**config.mk**
```make
export PLATFORM = sky130hd
export DESIGN_NAME = load_store_unit_flat
export DESIGN_NICKNAME = d
export VERILOG_FILES = /design/src/rtl/load_store_unit_pkg.sv /design/src/rtl/load_store_unit_if.sv /design/src/rtl/load_store_unit_addr_gen.sv /design/src/rtl/load_store_unit.sv /design/src/flat_wrapper.sv
export SDC_FILE = /design/constraint.sdc
export NUM_CORES = 1
export LEC_CHECK = 0
export CAP_MARGIN = 20
export CORE_MARGIN = 4
export CORE_UTILIZATION = 45
export DETAILED_ROUTE_END_ITERATION = 7
export HOLD_SLACK_MARGIN = 0.03
export PLACE_DENSITY = 0.92
export SLEW_MARGIN = 20
export SYNTH_ARGS = -nofsm -noshare
export SYNTH_HDL_FRONTEND = slang
export SYNTH_SLANG_ARGS = --single-unit
```
**constraint.sdc**
```tcl
create_clock -name clk -period 3.5 [get_ports clk]
set_input_delay 0.525 -clock clk [delete_from_list [all_inputs] [get_ports clk]]
set_output_delay 0.525 -clock clk [all_outputs]
set_load 0.05 [all_outputs]
```
**src/rtl/load_store_unit_pkg.sv**
```systemverilog
// Shared CPU definitions: opcode constants, LSU state encoding and the
// immediate sign-extension helper.
package cpu_defs;

  localparam logic [3:0] OP_CMP = 4'b1000;
  localparam logic [3:0] OP_LDR = 4'b1001;
  localparam logic [3:0] OP_STR = 4'b1010;

  localparam logic [1:0] S_IDLE = 2'd0;
  localparam logic [1:0] S_REQ  = 2'd1;
  localparam logic [1:0] S_WB   = 2'd2;
  localparam logic [1:0] S_DONE = 2'd3;

  function automatic logic [31:0] sext16(input logic [15:0] v);
    return {{16{v[15]}}, v};
  endfunction

endpackage

```
**src/rtl/load_store_unit_if.sv**
```systemverilog
// Data-memory port between the load/store unit (master) and memory (slave).
interface load_store_unit_if;

  logic        mem_req;
  logic        mem_we;
  logic [31:0] mem_addr;
  logic [31:0] mem_wdata;
  logic        mem_ack;
  logic [31:0] mem_rdata;

  modport master (
    output mem_req, mem_we, mem_addr, mem_wdata,
    input  mem_ack, mem_rdata
  );

  modport slave (
    input  mem_req, mem_we, mem_addr, mem_wdata,
    output mem_ack, mem_rdata
  );

endinterface

```
**src/rtl/load_store_unit_addr_gen.sv**
```systemverilog
// Effective address: base plus sign-extended 16-bit offset, with a word
// misalignment flag.
module lsu_addr_gen
  import cpu_defs::*;
(
  input  logic [31:0] i_base,
  input  logic [15:0] i_imm,
  output logic [31:0] o_addr,
  output logic        o_misaligned
);

  assign o_addr       = i_base + sext16(i_imm);
  assign o_misaligned = |o_addr[1:0];

endmodule

```
**src/rtl/load_store_unit.sv**
```systemverilog
// Load/store unit: runs one LDR/STR at a time as a req/ack memory transaction
// with timeout, and writes LDR results back to the register bank.
module load_store_unit
  import cpu_defs::*;
#(
  parameter int TIMEOUT_CYCLES = 255,
  parameter bit ALIGN_CHECK    = 1'b1
) (
  input  logic               clk,
  input  logic               reset_n,
  input  logic               start,
  input  logic [3:0]         OPCODE,
  input  logic [3:0]         dest_in,
  input  logic [31:0]        base,
  input  logic [31:0]        store_data,
  input  logic [15:0]        imm,
  output logic               busy,
  output logic               done,
  output logic               err,
  load_store_unit_if.master  mem,
  output logic [3:0]         dest,
  output logic [31:0]        ldr_data,
  output logic               REGBANK_ENABLE
);

  // Counter value seen in the last REQ cycle before giving up.
  localparam logic [7:0] TO_LAST = 8'(TIMEOUT_CYCLES - 1);

  logic [31:0] w_addr;
  logic        w_misaligned;
  logic        w_accept;
  logic        w_fault;

  logic [1:0]  r_state;
  logic [7:0]  r_cnt;
  logic        r_is_ldr;
  logic        r_we;
  logic [3:0]  r_dest_lat;
  logic [31:0] r_addr;
  logic [31:0] r_wdata;
  logic        r_err;
  logic [3:0]  r_dest;
  logic [31:0] r_ldr_data;

  lsu_addr_gen u_addr_gen (
    .i_base       (base),
    .i_imm        (imm),
    .o_addr       (w_addr),
    .o_misaligned (w_misaligned)
  );

  assign w_accept = start && (OPCODE == OP_LDR || OPCODE == OP_STR);
  assign w_fault  = ALIGN_CHECK && w_misaligned;

  always_ff @(posedge clk) begin
    if (!reset_n) begin
      r_state    <= S_IDLE;
      r_cnt      <= '0;
      r_is_ldr   <= 1'b0;
      r_we       <= 1'b0;
      r_dest_lat <= '0;
      r_addr     <= '0;
      r_wdata    <= '0;
      r_err      <= 1'b0;
      r_dest     <= '0;
      r_ldr_data <= '0;
    end else begin
      case (r_state)
        S_IDLE: begin
          if (w_accept) begin
            r_is_ldr   <= (OPCODE == OP_LDR);
            r_we       <= (OPCODE == OP_STR);
            r_dest_lat <= dest_in;
            r_addr     <= w_addr;
            r_wdata    <= store_data;
            r_cnt      <= '0;
            r_err      <= w_fault;
            r_state    <= w_fault ? S_DONE : S_REQ;
          end
        end
        S_REQ: begin
          // An ack in the final allowed cycle takes priority over the timeout.
          if (mem.mem_ack) begin
            if (r_is_ldr) begin
              r_ldr_data <= mem.mem_rdata;
              r_dest     <= r_dest_lat;
              r_state    <= S_WB;
            end else begin
              r_state <= S_DONE;
            end
          end else if (r_cnt == TO_LAST) begin
            r_err   <= 1'b1;
            r_state <= S_DONE;
          end else begin
            r_cnt <= r_cnt + 8'd1;
          end
        end
        S_WB:    r_state <= S_IDLE;
        S_DONE:  r_state <= S_IDLE;
        default: r_state <= S_IDLE;
      endcase
    end
  end

  assign mem.mem_req    = (r_state == S_REQ);
  assign mem.mem_we     = r_we;
  assign mem.mem_addr   = r_addr;
  assign mem.mem_wdata  = r_wdata;

  assign busy           = (r_state != S_IDLE);
  assign done           = (r_state == S_WB) || (r_state == S_DONE);
  assign REGBANK_ENABLE = (r_state == S_WB);
  assign err            = r_err;
  assign dest           = r_dest;
  assign ldr_data       = r_ldr_data;

endmodule

```
**src/flat_wrapper.sv**
```systemverilog
// flat-port wrapper written by rule: the top's interface ports become plain ports
module load_store_unit_flat import cpu_defs::*;
#(
  parameter int TIMEOUT_CYCLES = 255,
  parameter bit ALIGN_CHECK    = 1'b1
)
  (clk, reset_n, start, OPCODE, dest_in, base, store_data, imm, busy, done, err, dest, ldr_data, REGBANK_ENABLE, mem_mem_req, mem_mem_we, mem_mem_addr, mem_mem_wdata, mem_mem_ack, mem_mem_rdata);
  load_store_unit_if mem_i ();
  input  logic clk;
  input  logic reset_n;
  input  logic start;
  input  logic [3:0] OPCODE;
  input  logic [3:0] dest_in;
  input  logic [31:0] base;
  input  logic [31:0] store_data;
  input  logic [15:0] imm;
  output logic busy;
  output logic done;
  output logic err;
  output logic [3:0] dest;
  output logic [31:0] ldr_data;
  output logic REGBANK_ENABLE;
  output wire logic [$bits(mem_i.mem_req)-1:0] mem_mem_req;
  output wire logic [$bits(mem_i.mem_we)-1:0] mem_mem_we;
  output wire logic [$bits(mem_i.mem_addr)-1:0] mem_mem_addr;
  output wire logic [$bits(mem_i.mem_wdata)-1:0] mem_mem_wdata;
  input wire logic [$bits(mem_i.mem_ack)-1:0] mem_mem_ack;
  input wire logic [$bits(mem_i.mem_rdata)-1:0] mem_mem_rdata;
  assign mem_mem_req = mem_i.mem_req;
  assign mem_mem_we = mem_i.mem_we;
  assign mem_mem_addr = mem_i.mem_addr;
  assign mem_mem_wdata = mem_i.mem_wdata;
  assign mem_i.mem_ack = mem_mem_ack;
  assign mem_i.mem_rdata = mem_mem_rdata;
  load_store_unit #(.TIMEOUT_CYCLES(TIMEOUT_CYCLES), .ALIGN_CHECK(ALIGN_CHECK)) u_core (.clk(clk), .reset_n(reset_n), .start(start), .OPCODE(OPCODE), .dest_in(dest_in), .base(base), .store_data(store_data), .imm(imm), .busy(busy), .done(done), .err(err), .mem(mem_i), .dest(dest), .ldr_data(ldr_data), .REGBANK_ENABLE(REGBANK_ENABLE));
endmodule
```
==> results of run 1 <==
-- tightest hold or removal path: stages, from the launching register on --
cell     delay (ns)
dfxtp_1        0.31
nand2_1        0.05
a21oi_1        0.05
-- how the worst max path moves through the flow --
| stage | end | startpoint | slack [ns] | cells after the start |
|---|---|---|---|---|
| floorplan | u_core.mem.mem_addr[26]$_SDFFE_PN0P_ | base[0] | 0.87 | 9 |
| global placement | u_core.mem.mem_addr[26]$_SDFFE_PN0P_ | base[0] | 0.27 | 10 |
| CTS | u_core.mem.mem_addr[26]$_SDFFE_PN0P_ | base[0] | 0.66 | 10 |
| finish | u_core.mem.mem_addr[30]$_SDFFE_PN0P_ | base[0] | 0.65 | 10 |
| detailed placement | u_core.mem.mem_addr[26]$_SDFFE_PN0P_ | base[0] | 0.24 | 10 |
| global route | u_core.mem.mem_addr[29]$_SDFFE_PN0P_ | imm[15] | 0.50 | 10 |
-- stage by stage --
stage / power, uW / hold slack [ns] / setup slack [ns]
2_1_floorplan: 1836 / 0.4322 / 0.8691
3_3_place_gp: 2116 / 0.4377 / 0.2706
3_5_place_dp: 2125 / 0.4465 / 0.2387
4_1_cts: 3938 / 0.4512 / 0.6632
5_1_grt: 4058 / 0.4647 / 0.4994
6_report: 3923 / 0.4524 / 0.6454
-- power groups by stage --
stage	clock network (uW)	logic [uW]	registers, uW
global route	1890	789	1380
detailed placement	0	722	1400
CTS	1840	727	1370
floorplan	0	355	1480
finish	1820	732	1370
global placement	0	714	1400
-- sequential cells by signal, indices dropped and copies added (netlist names) --
signal	flops
u_core.dest	4
u_core.err	1
u_core.ldr_data	32
u_core.mem.mem_addr	32
u_core.mem.mem_wdata	32
u_core.mem.mem_we	1
u_core.r_cnt	8
u_core.r_dest_lat	4
u_core.r_is_ldr	1
u_core.r_state	2
-- metal layers --
metal | global-route usage (%) | wire, um | up-vias
met3 | 4.450 | 1206 | 25
met4 | 7.958 | 352 | 0
met1 | 28.13 | 7589 | 2938
met5 | 0 | 0 | -
li1 | - | - | 3125
met2 | 41.33 | 9318 | 236
-- final cells by class --
| class | count | area, um^2 | area share [%] |
|---|---|---|---|
| clock inverters | 15 | 191.4 | 2.099 |
| clock buffers | 17 | 425.4 | 4.665 |
| multi-input cells | 598 | 3472 | 38.07 |
| flip-flops and latches | 117 | 2342 | 25.68 |
| repair buffers | 245 | 2412 | 26.45 |
| inverters | 15 | 56.30 | 0.6174 |
| well taps | 176 | 220.2 | 2.415 |
-- cells by family after synthesis --
logic type      Yosys count
simple gates            310
compound gates          221
xor+xnor                 28
mux                       5
fa+ha+maj                34
buf+inv                  58
flops                   117
-- layout by cell type, fill, tap and decap left out, types with 5 or more instances in the layout --
cell type        netlist  routed
nand2b_1               5       5
dfxtp_1              117     117
a21oi_1              110     110
clkdlybuf4s50_1        0     229
or3_1                  5       5
mux2i_1                5       5
o211ai_1               5       5
nand2_1              203     203
clkbuf_16              0      17
xor2_1                13      13
and3_1                 6       6
inv_6                  0       6
a21boi_0              10      10
nor2_1                35      35
ha_1                  33      33
buf_4                  0      16
a21o_1                17      17
o21ai_0               31      31
o21bai_1               6       6
nand4_1               14      14
nand3_1                9       9
xnor2_1               15      15
and2_1                11      11
inv_1                 15      14
==> results.toml, run 1 <==
[run_status]
status = "complete, no violations"

[clock_network]
cts_buffer_depth = 2
clock-sinks = 117
clk_pin_slew_ns = 0.06
ctsResizeCount = 0
cts_max_level = 4
cts_made_buffers = 17
clock_latency_ns = 0.41
root_buffer = "clkbuf_16"
cts_tree = "built"
post_cts_buffers = 0
hold_buffers = 0

[die]
die-area_um2 = 15330
pin_count = 230
core_um2 = 13190
die_h_um = 123.8
die_w_um = 123.8
rows = 42
start_util_pct = 45.75

[synthesis]
synth-edff-count = 0
ys_top_cells_by_area = "dfxtp_1 39%, nand2_1 13%, a21oi_1 9.1%"
yosys.area.top_type = "dfxtp_1"
synth_top_family_by_area = "compound AO/OA/AOI/OAI gates"
synthArstFlopShare_pct = 0
syn_inst = 773
synth-compound-area-share_pct = 23.06
yosysSeqAreaShare_pct = 38.81
synth-seq-cells = 117
syn-cell-area_um2 = 6035
synth-main-ff-cell = "dfxtp_1"
yosys-top-cells-count = "203 x nand2_1, 117 x dfxtp_1, 110 x a21oi_1, 39 x clkbuf_1, 35 x nor2_1"
muxShareOfSynthArea_pct = 0.8294
synth_top_area_share_pct = 38.81
avgSynthCellArea_um2 = 7.807
synthAdderAreaFrac_pct = 7.174
synthDistinctLibCells = 61
synth-simple-area-share_pct = 22.39
synth_xor_area_share_pct = 4.064
post-synth-top-count-cell = "nand2_1"
yosysWarnings = 0
synth.net_count = 931

[route]
wl_um = 18470
drtPass1Iterations = 5
vias_per_cell = 5.346
wire_per_inst_um = 15.61
drtAntennaViolNets = 0
via_count = 6324
drtIter0Drc = 391
drc = 0

[placed_design]
dpl_cell_area_um2 = 8503
post-place-cells = 1151
dp_hpwl_um = 13930
place_congestion = 0.9331
port_buffers = 229

[job]
maxCapViolCount = 0

[min_path]
min_path_type = "reg -> reg"
hold_start = "u_core.mem.mem_wdata[24]$_SDFFE_PN0P_"
min_path_cells = 2
min_to = "u_core.mem.mem_wdata[24]$_SDFFE_PN0P_"

[global_route]
gr-total-overflow = 0
grt_pass1_vias = 6018
grtUsageTotal_pct = 23.30
grt_pass1_wl_um = 28690
antenna_found_initial = 0
grt_max_degree = 74

[power]
comb_power_share_pct = 18.7
netSwitchingPower_uw = 1094
switching_share_pct = 27.90
powerDensity_nw_per_um2 = 430.2
internal-power_uw = 2829
peakVddDrop_uv = 294.0
clockPowerShare_pct = 46.3
leakagePower_uw = 0.003440
p_seq_share_pct = 35.0

[setup_path]
crit_slowest_cell = "clkdlybuf4s50_1"
reg2reg_depth = 4
critical_path_class = "in -> reg"
cp-end-kind = "register"
required_ns = 3.77
cpPeakStageDelay_ns = 0.44
worst-path-buf-inv = 1
timing.rr.end = "u_core.mem.mem_addr[24]$_SDFFE_PN0P_"
regToRegSetupSlack_ns = 1.43
crit_chain = "clkdlybuf4s50_1 -> ha_1 -> fa_1 -> a21o_1 -> a31oi_2 -> nor3_2 -> a211o_4 -> o311ai_2 -> and3_1 -> o31ai_2"
cpLargestDelayFamily = "compound AO/OA/AOI/OAI gates"
path_max_fanout = 4
worst_ep_arrival_time_ns = 3.12
worst_setup_path_start_kind = "input pin"
r2r_start = "u_core.r_state[1]$_SDFFE_PN0P_"

[sta]
setup_viol = 0
rsz0062_at_grt = "no"
fin_skew_ns = 0.007781
hold_violations = 0
fmax_ghz = 0.3503
finalCriticalPeriod_ns = 2.855
maxSlewViolCount = 0
period_share_pct = 81.56
setup_tns_ns = 0
slew-limit-headroom_pct = 38.90
worstMarginPinSlew_ns = 0.9132

[layout]
final_cells = 1183
syn2layout_area_growth_pct = 51.13
layout-drive-gt1-share_pct = 6.157
fin_util_pct = 69.14
layout.nets = 1152
fill_cells = 1040
antenna_cells = 0
stdcell_area_um2 = 9120
No activity file was read; power rests on OpenSTA's default activity.
==> inputs of run 2 (changes only) <==
--- a/config.mk
+++ b/config.mk
@@ -7,10 +7,10 @@
 export LEC_CHECK = 0
 export CAP_MARGIN = 20
 export CORE_MARGIN = 4
-export CORE_UTILIZATION = 45
+export CORE_UTILIZATION = 40
 export DETAILED_ROUTE_END_ITERATION = 7
 export HOLD_SLACK_MARGIN = 0.03
-export PLACE_DENSITY = 0.92
+export PLACE_DENSITY = 0.87
 export SLEW_MARGIN = 20
 export SYNTH_ARGS = -nofsm -noshare
 export SYNTH_HDL_FRONTEND = slang
==> constraint.sdc (replaced) <==
create_clock -name clk -period 2.6 [get_ports clk]
set_input_delay 0.39 -clock clk [delete_from_list [all_inputs] [get_ports clk]]
set_output_delay 0.39 -clock clk [all_outputs]
set_load 0.05 [all_outputs]
==> run 2 against run 1 <==
- highest routed layer unchanged
- the flow now finishes with violations (setup timing)
- critical path type unchanged
- clock power grew 24%
- largest power group unchanged
- flip-flop and latch count unchanged
- cell count increased by 8.3%
- first-iteration DRC count is 11% lower
- worst setup slack worse by 0.68 ns
- design area grew 8.1%
- sequential share of layout area is 1.9 points lower
==> results.toml, run 2 (same netlist as run 1, synthesis figures left out) <==
[route]
wl_um = 20180
drtIter0Drc = 348
vias_per_cell = 5.240
drtPass1Iterations = 5
via_count = 6712
drtAntennaViolNets = 0
wire_per_inst_um = 15.76
drc = 0

[layout]
layout-drive-gt1-share_pct = 14.60
fill_cells = 1147
stdcell_area_um2 = 9856
final_common_cell = "clkdlybuf4s50_1"
mostFrequentLayoutCells = "225 x clkdlybuf4s50_1, 203 x nand2_1, 117 x dfxtp_1"
fin_util_pct = 67.30
syn2layout_area_growth_pct = 63.32
layout.nets = 1241

[global_route]
grt_pass1_wl_um = 30120
grt_pass1_vias = 6513
grtUsageTotal_pct = 22.24
grt_max_degree = 74
gr-total-overflow = 0
antenna_found_initial = 1

[job]
maxCapViolCount = 0

[placed_design]
preCtsSetupSlack_ns = -0.4974
dp_hpwl_um = 14970
place_congestion = 0.9564
port_buffers = 229
dpl_cell_area_um2 = 9151

[sta]
fin_skew_ns = 0.006039
fmax_ghz = 0.3803
setup_ws_ns = -0.02979
setup_tns_ns = -0.02979
setup_viol = 1
maxSlewViolCount = 0
finalCriticalPeriod_ns = 2.630
hold_violations = 0
slew-limit-headroom_pct = 35.95
worstMarginPinSlew_ns = 0.9572
period_share_pct = 101.1

[setup_path]
worst-path-buf-inv = 1
r2r_start = "u_core.r_state[0]$_SDFFE_PN0P_"
worst_ep_arrival_time_ns = 2.90
reg2reg_depth = 5
timing.rr.end = "u_core.mem.mem_addr[30]$_SDFFE_PN0P_"
crit_slowest_cell = "clkdlybuf4s50_1"
critical_path_class = "in -> reg"
cp.depth = 9
cpLargestDelayFamily = "compound AO/OA/AOI/OAI gates"
cpPeakStageDelay_ns = 0.40
required_ns = 2.87
path_max_fanout = 3
crit_start = "base[4]"
crit_chain = "clkdlybuf4s50_1 -> ha_1 -> a211o_1 -> a31oi_4 -> nor3_4 -> a211o_4 -> o311ai_4 -> and3_1 -> o31ai_2"
cp-end-kind = "register"
crit_path_end = "u_core.mem.mem_addr[30]$_SDFFE_PN0P_"
regToRegSetupSlack_ns = 0.63
worst_setup_path_start_kind = "input pin"

[clock_network]
clock-sinks = 117
cts_buffer_depth = 2
clk_pin_slew_ns = 0.05
cts_max_level = 4
cts_made_buffers = 17
root_buffer = "clkbuf_16"
clock_latency_ns = 0.41
cts_tree = "built"

[run_status]
violations = "setup timing"
status = "finished, violations left"

[die]
start_util_pct = 41.21
die_w_um = 130.8
pin_count = 230
die-area_um2 = 17120
rows = 44
die_h_um = 130.8
core_um2 = 14640

[min_path]
hold_start = "u_core.r_dest_lat[2]$_SDFFE_PN0P_"
min_path_type = "reg -> reg"

[power]
fin_total_pwr_uw = 5310
powerDensity_nw_per_um2 = 538.8
leakagePower_uw = 0.003890
peakVddDrop_uv = 460.5
==> run 2: cell count changes in the layout (fill, tap and decap cells not counted), sizes merged <==
cell           before  now
buf                16  105
clkdlybuf4s50     229  225
dlymetal6s2s        0    4
clkbuf             17   20
bufinv              3    1
inv                22   20
clkinvlp            2    3
diode               0    1
==> run 2: worst min path at each step <==
stage	endpoint	slack [ns]	depth (start not counted)
2_1_floorplan	u_core.dest[0]$_SDFFE_PN0P_	0.43	2
3_3_place_gp	u_core.dest[3]$_SDFFE_PN0P_	0.44	2
3_5_place_dp	u_core.dest[3]$_SDFFE_PN0P_	0.44	2
4_1_cts	u_core.dest[3]$_SDFFE_PN0P_	0.45	2
5_1_grt	u_core.dest[0]$_SDFFE_PN0P_	0.47	2
6_report	u_core.dest[2]$_SDFFE_PN0P_	0.45	2
==> run 2: where the power goes <==
group	total [uW]	leakage (uW)	switching (uW)	internal (uW)
clock network	2250	0.000274	869	1380
registers	1850	0.000945	21.1	1830
logic	1210	0.00267	614	597
==> run 2: timing repair <==
action                     CTS  global route
resized for setup            3            18
cloned                       0             0
setup endpoints to repair    7             8
buffers inserted             1             3
pin swaps                    3             9
hold buffers                 0             0
==> run 2: area by class of cell <==
type	count	area (um^2)	share of cell area [%]
Clock buffer	20	456.7	4.634
Clock inverter	12	118.9	1.206
Tap cell	184	230.2	2.336
Sequential cell	117	2342	23.77
Timing Repair Buffer	334	3090	31.36
Inverter	15	56.30	0.5713
Multi-Input combinational cell	598	3558	36.11
Antenna cell	1	2.502	0.02539
==> run 2: metal layers <==
layer	share of wire (%)	global-route usage, %	vias up
met5	0	0	-
met4	3.4	10.65	0
met3	6.7	5.366	60
met2	51	40.44	260
met1	39	24.17	3092
li1	-	-	3300
==> run 2: tightest hold or removal path, stage by stage (launching register included) <==
cell and delay [ns]:
dfxtp_1 0.31, nand2_1 0.05, a21oi_1 0.05
==> run 2: stage by stage <==
stage	std cells	hold WS, ns
6_report	1281	0.4471
5_1_grt	1281	0.4668
4_1_cts	1277	0.4524
3_5_place_dp	1244	0.4442
3_3_place_gp	1244	0.4386
2_1_floorplan	773	0.4322
==> inputs of run 3 (changes only) <==
--- a/config.mk
+++ b/config.mk
@@ -6,11 +6,12 @@
 export NUM_CORES = 1
 export LEC_CHECK = 0
 export CAP_MARGIN = 20
+export CORE_ASPECT_RATIO = 0.6
 export CORE_MARGIN = 4
 export CORE_UTILIZATION = 40
 export DETAILED_ROUTE_END_ITERATION = 7
 export HOLD_SLACK_MARGIN = 0.03
-export PLACE_DENSITY = 0.87
+export PLACE_DENSITY = 0.78
 export SLEW_MARGIN = 20
 export SYNTH_ARGS = -nofsm -noshare
 export SYNTH_HDL_FRONTEND = slang
==> run 3 against run 2 <==
- the run now ends clean
- hold slack improved by 0.0051 ns
- utilization rose by 0.62 points
- critical path depth rose by 3
- clock skew rose by 0.0063 ns
- die area rose by 0.38%
- largest power group unchanged
==> results.toml, run 3 (same netlist as run 1, synthesis figures left out) <==
[placed_design]
preCtsSetupSlack_ns = -0.4632
dp_hpwl_um = 15640
dpl_cell_area_um2 = 9226
post-place-cells = 1259
place_congestion = 0.9457
port_buffers = 229

[route]
wire_per_inst_um = 15.86
drc = 0
drtPass1Iterations = 5
drtIter0Drc = 443
vias_per_cell = 5.039
via_count = 6505
wl_um = 20470
drtAntennaViolNets = 0

[clock_network]
cts_buffer_depth = 2
hold_buffers = 0
clock_latency_ns = 0.40
post_cts_buffers = 0
cts_max_level = 4
root_buffer = "clkbuf_16"
clk_pin_slew_ns = 0.06
cts_made_buffers = 17
clock-sinks = 117
cts_tree = "built"

[job]
maxCapViolCount = 0

[setup_path]
path_max_fanout = 13
cp-end-kind = "register"
worst_ep_arrival_time_ns = 2.81
crit_chain = "clkdlybuf4s50_1 -> buf_12 -> ha_1 -> buf_4 -> nand4_1 -> or2_2 -> nor4_2 -> buf_4 -> o211ai_1 -> nand3_1 -> xnor2_1 -> a21oi_1"
path_common_cell = "buf_4"
cpPeakStageDelay_ns = 0.44
cpLargestDelayFamily = "buffers and inverters"
worst_setup_path_start_kind = "input pin"
crit_slowest_cell = "clkdlybuf4s50_1"
critical_path_class = "in -> reg"
regToRegSetupSlack_ns = 0.67
worst-path-buf-inv = 4
required_ns = 2.88

[layout]
syn2layout_area_growth_pct = 64.71
antenna_cells = 0
layout.nets = 1238
fill_cells = 1193
fin_util_pct = 67.92
final_common_cell = "clkdlybuf4s50_1"
final_cells = 1291
mostFrequentLayoutCells = "229 x clkdlybuf4s50_1, 203 x nand2_1, 117 x dfxtp_1"
layout-drive-gt1-share_pct = 14.55
stdcell_area_um2 = 9940

[min_path]
min_path_type = "reg -> reg"

[global_route]
grt_pass1_wl_um = 31610
gr-total-overflow = 0
met1_usage_pct = 30.72
met3_usage_pct = 8.736
globalRouteMet2Util_pct = 34.66
grt_max_degree = 74
grt-busiest-layer = "met2"
grtUsageTotal_pct = 22.78
antenna_found_initial = 0
grt_pass1_vias = 6223

[sta]
rsz0062_at_grt = "no"
slew-limit-headroom_pct = 32.58
worstMarginPinSlew_ns = 1.008
period_share_pct = 97.23
fmax_ghz = 0.3956
hold_violations = 0
maxSlewViolCount = 0
holdWs_ns = 0.4522
setup_viol = 0
setup_ws_ns = 0.07202
fin_skew_ns = 0.01236
finalCriticalPeriod_ns = 2.528

[die]
die_w_um = 166.6
start_util_pct = 41.24
pin_count = 230
rows = 34
die_h_um = 103.1
die-area_um2 = 17180
core_um2 = 14630

[power]
leakagePower_uw = 0.003881
powerDensity_nw_per_um2 = 561.3
peakVddDrop_uv = 426.2

[run_status]
status = "complete, no violations"
-- run 3: cell types whose count changed in the layout (fill, tap and decap cells not counted), moves of 2 or more --
cell / delta
a21oi_2: +2
a211oi_1: +2
nor4_2: +2
buf_12: +4
inv_6: -2
bufinv_16: +3
buf_4: -7
a211oi_2: -2
a21oi_1: -2
nor4_1: -2
clkbuf_8: -2
dlymetal6s2s_1: -4
clkdlybuf4s50_1: +4
-- run 3: worst min-delay path, stage by stage (launching register included) --
cell,delay (ns)
dfxtp_1,0.30
nand2_1,0.05
a21oi_1,0.05
-- run 3: worst paths after layout --
kind,depth (start not counted),end,startpoint
max,12,u_core.mem.mem_addr[31]$_SDFFE_PN0P_,imm[15]
min,2,u_core.ldr_data[1]$_SDFFE_PN0P_,u_core.ldr_data[1]$_SDFFE_PN0P_
max reg2reg,5,u_core.mem.mem_addr[27]$_SDFFE_PN0P_,u_core.r_state[0]$_SDFFE_PN0P_
min reg2reg,2,u_core.ldr_data[1]$_SDFFE_PN0P_,u_core.ldr_data[1]$_SDFFE_PN0P_
-- run 3: cell type report --
cell class | count | area, um^2 | area share (%)
clock buffers | 18 | 429.2 | 4.318
clock inverters | 14 | 200.2 | 2.014
inverters | 15 | 56.30 | 0.5665
multi-input cells | 598 | 3556 | 35.78
flip-flops and latches | 117 | 2342 | 23.56
well taps | 198 | 247.7 | 2.492
repair buffers | 331 | 3108 | 31.27
-- run 3: routing by layer --
| layer | vias to the layer above | wire, um |
|---|---|---|
| li1 | 3294 | - |
| met1 | 2955 | 9526 |
| met2 | 237 | 8638 |
| met3 | 19 | 2054 |
| met4 | 0 | 253 |
| met5 | - | 0 |
-- run 3: timing repair --
action,in CTS,in global routing
pin swaps,0,6
gates resized for setup,2,15
gates cloned,0,0
setup endpoints to repair,4,11
endpoints found under the hold margin,0,0
-- run 3: per-stage QoR --
| stage | total power [uW] | setup TNS (ns) |
|---|---|---|
| global route | 5800 | 0 |
| CTS | 5592 | 0 |
| floorplan | 2472 | 0 |
| global placement | 3045 | -5.297 |
| finish | 5579 | 0 |
| detailed placement | 3052 | -6.230 |
-- run 3: power breakdown --
part	leakage, uW	switching, uW	internal, uW
combinational	0.00263	613	593
sequential	0.000945	21.1	1830
clock	0.000303	903	1620
==> edit, RTL diff (settings of run 3) <==
`ALIGN_CHECK` is set to 1'b1 in 2 places; all go to 1'b0.
--- a/src/rtl/load_store_unit.sv
+++ b/src/rtl/load_store_unit.sv
@@ -6,3 +6,3 @@
   parameter int TIMEOUT_CYCLES = 255,
-  parameter bit ALIGN_CHECK    = 1'b1
+  parameter bit ALIGN_CHECK    = 1'b0
 ) (
--- a/src/flat_wrapper.sv
+++ b/src/flat_wrapper.sv
@@ -4,3 +4,3 @@
   parameter int TIMEOUT_CYCLES = 255,
-  parameter bit ALIGN_CHECK    = 1'b1
+  parameter bit ALIGN_CHECK    = 1'b0
 )
Formal check against the unedited RTL: not equivalent (a bounded check fails within 4 cycles, from zero or initial values and one cycle with reset_n low).
==> edit against run 3 <==
- setup slack gained 0.070 ns
- sequential cell count is the same
- cell area shrank 5.5%
- non-clock buffer count shrank 18
- global-route usage grew 0.35 points
- clock power shrank 9.1%
- core utilization grew 0.22 points
- total power shrank 5.8%
- routed wire length shrank 5.0%
- synthesized area shrank 5.5%
- critical path type unchanged
- largest power group unchanged
==> edit: results (changes against run 3) <==
[drt]
via_count=6267  ; was 6,505
wl_met2_um=8532  ; was 8638 um
route.met3.wl_um=1880  ; was 2054 um
drtIter0Drc=497  ; was 443
detail_route.wirelength.met1_um=8779  ; was 9526 um
detail_route.vias_per_cell=5.087  ; was 5.039
dr.max_layer_used=met4  ; unchanged
totalWireLength_um=19440  ; was 20,470 um
firstDrtPassIters=6  ; was 5

[min_path]
hold_path_depth=4  ; was 2
worstHoldEndpoint=u_core.mem.mem_addr[0]  ; was u_core.ldr_data[1]
min-delay-start=base[0]  ; was u_core.ldr_data[1]
worstHoldPathType=in2reg  ; was reg2reg

[critical_path]
reg2reg_depth=6  ; was 5
reg2reg_setup_slack_ns=0.71  ; was 0.67 ns
path_max_fanout=4  ; was 13
crit-reg2reg-launch=u_core.r_state[1]  ; was u_core.r_state[0]
capture_instance_of_the_worst_register_to_register_path=u_core.r_cnt[5]  ; was u_core.mem.mem_addr[27]

[finish]
layout-drive-gt1-share=0.1308  ; was 0.1455
nFillCells=1173  ; was 1,193
antenna-diode-count=0  ; unchanged

[synthesis]
synthesis.yosys.warnings=0  ; unchanged
post_synth_main_area_contributors=sky130_fd_sc_hd__dfxtp_1 41%, sky130_fd_sc_hd__nand2_1 14%, sky130_fd_sc_hd__a21oi_1 10%  ; was sky130_fd_sc_hd__dfxtp_1 39%, sky130_fd_sc_hd__nand2_1 13%, sky130_fd_sc_hd__a21oi_1 9.1%
synth_area_per_cell_um2=7.773  ; was 7.807 um2
synth_cell_type_count=56  ; was 61
synthesis.nets=892  ; was 931
synth_sequential_area_ratio=0.4105  ; was 0.3881
netlist_top_cells_count=207 x sky130_fd_sc_hd__nand2_1, 119 x sky130_fd_sc_hd__a21oi_1, 117 x sky130_fd_sc_hd__dfxtp_1  ; was 203 x sky130_fd_sc_hd__nand2_1, 117 x sky130_fd_sc_hd__dfxtp_1, 110 x sky130_fd_sc_hd__a21oi_1
synthArstFlopShare=0  ; unchanged
ys.flop_type=sky130_fd_sc_hd__dfxtp_1  ; unchanged

[power]
total_leakage_power_nw=3.589  ; was 3.881 nW
ir_worst_vdd_mv=0.3946  ; was 0.4262 mV

[global_routing]
grt_pass1_vias=6026  ; was 6,223
groute.usage.overall=0.2313  ; was 0.2278
initial_antenna_violation_count=0  ; unchanged
largest_net_degree_at_the_start_of_global_routing=96  ; was 74
grt_pass1_wl_um=30180  ; was 31,610 um

[placement]
detailedPlace.worstSlack_ns=-0.4988  ; was -0.4632 ns
gpl.final_weighted_congestion=0.9296  ; was 0.9457
dp_hpwl_um=14710  ; was 15,640 um
buffer_ports.inserted=229  ; unchanged

[clock_network]
cts_setup_buffers=1  ; was 0
path_clk_slew_ns=0.06  ; about the same
cts-root-to-sink-buffers=2  ; unchanged
cts.repair.resized=2  ; unchanged
htreeDepth=4  ; unchanged
clockRootBuffer=sky130_fd_sc_hd__clkbuf_16  ; unchanged
worstSkewPairLatency_ns=0.40  ; about the same

[run_status]
status=finished clean  ; unchanged

[timing]
max-slew-margin-rel=0.3175  ; was 0.3258
finClkSkew_ns=0.01006  ; was 0.01236 ns

==> edit: cell types whose count changed in the layout (fill, tap and decap cells not counted), sizes merged, moves of 5 or more <==
| cell | delta |
|---|---|
| a21oi | +12 |
| and2 | -9 |
| nor3 | +6 |
| a21boi | -11 |
| nand4 | -7 |
| buf | -18 |
| inv | -10 |
| a21o | -5 |
==> edit: through the flow <==
step                      instance area [um2]  hold WS [ns]  setup TNS (ns)
final                                    9397        0.4385               0
after global routing                     9397        0.4515               0
after CTS                                9329        0.4520               0
after detailed placement                 8733        0.4447          -6.160
after global placement                   8731        0.4367          -5.311
after floorplan                          5705        0.4322               0
==> edit: routing by layer <==
metal / global-route usage / vias to the layer above
met5: 0 / -
met4: 0.06043 / 0
met3: 0.08623 / 23
met2: 0.3574 / 244
met1: 0.3077 / 2872
li1: - / 3128
==> edit: how the worst max path moves through the flow <==
stage                 start  cells past startpoint  slack (ns)                      end
global placement    base[0]                     11       -0.44  u_core.mem.mem_addr[16]
floorplan           base[0]                     10        0.07  u_core.mem.mem_addr[16]
global route        base[4]                     10        0.05  u_core.mem.mem_addr[16]
CTS                 base[0]                     11        0.01  u_core.mem.mem_addr[16]
detailed placement  base[0]                     11       -0.50  u_core.mem.mem_addr[16]
finish              base[4]                      9        0.14  u_core.mem.mem_addr[31]
==> edit: layout make-up <==
cell class | count | area (um2) | share of cell area
clock buffers | 18 | 429.2 | 0.04567
clock inverters | 14 | 153.9 | 0.01638
inverters | 6 | 22.52 | 0.002397
multi-input cells | 572 | 3247 | 0.3455
flip-flops and latches | 117 | 2342 | 0.2493
well taps | 192 | 240.2 | 0.02557
repair buffers | 313 | 2962 | 0.3152
==> edit: critical path, cell delays in order <==
cell and delay (ns):
sky130_fd_sc_hd__clkdlybuf4s50_1 0.41, sky130_fd_sc_hd__ha_1 0.37, sky130_fd_sc_hd__a21o_1 0.24, sky130_fd_sc_hd__a31o_1 0.22, sky130_fd_sc_hd__o21ai_2 0.21, sky130_fd_sc_hd__a31oi_2 0.17
sky130_fd_sc_hd__a21oi_4 0.27, sky130_fd_sc_hd__o21ai_1 0.13, sky130_fd_sc_hd__a2111oi_1 0.33
==> edit: report_power, final <==
| group | switching (mW) | leakage [nW] | internal, mW |
|---|---|---|---|
| combinational | 0.567 | 2.37 | 0.548 |
| sequential | 0.0194 | 0.945 | 1.83 |
| clock | 0.873 | 0.277 | 1.42 |
==> edit: cells by family after synthesis <==
| logic type | Yosys count | share of synthesized area |
|---|---|---|
| XOR/XNOR | 31 | 0.04759 |
| AO/OA/AOI/OAI | 204 | 0.2114 |
| adder cells (fa/ha/maj) | 34 | 0.07588 |
| AND/OR/NAND/NOR | 302 | 0.2219 |
| flip-flops | 117 | 0.4105 |
| buffers and inverters | 45 | 0.03092 |
| multiplexers | 1 | 0.001754 |
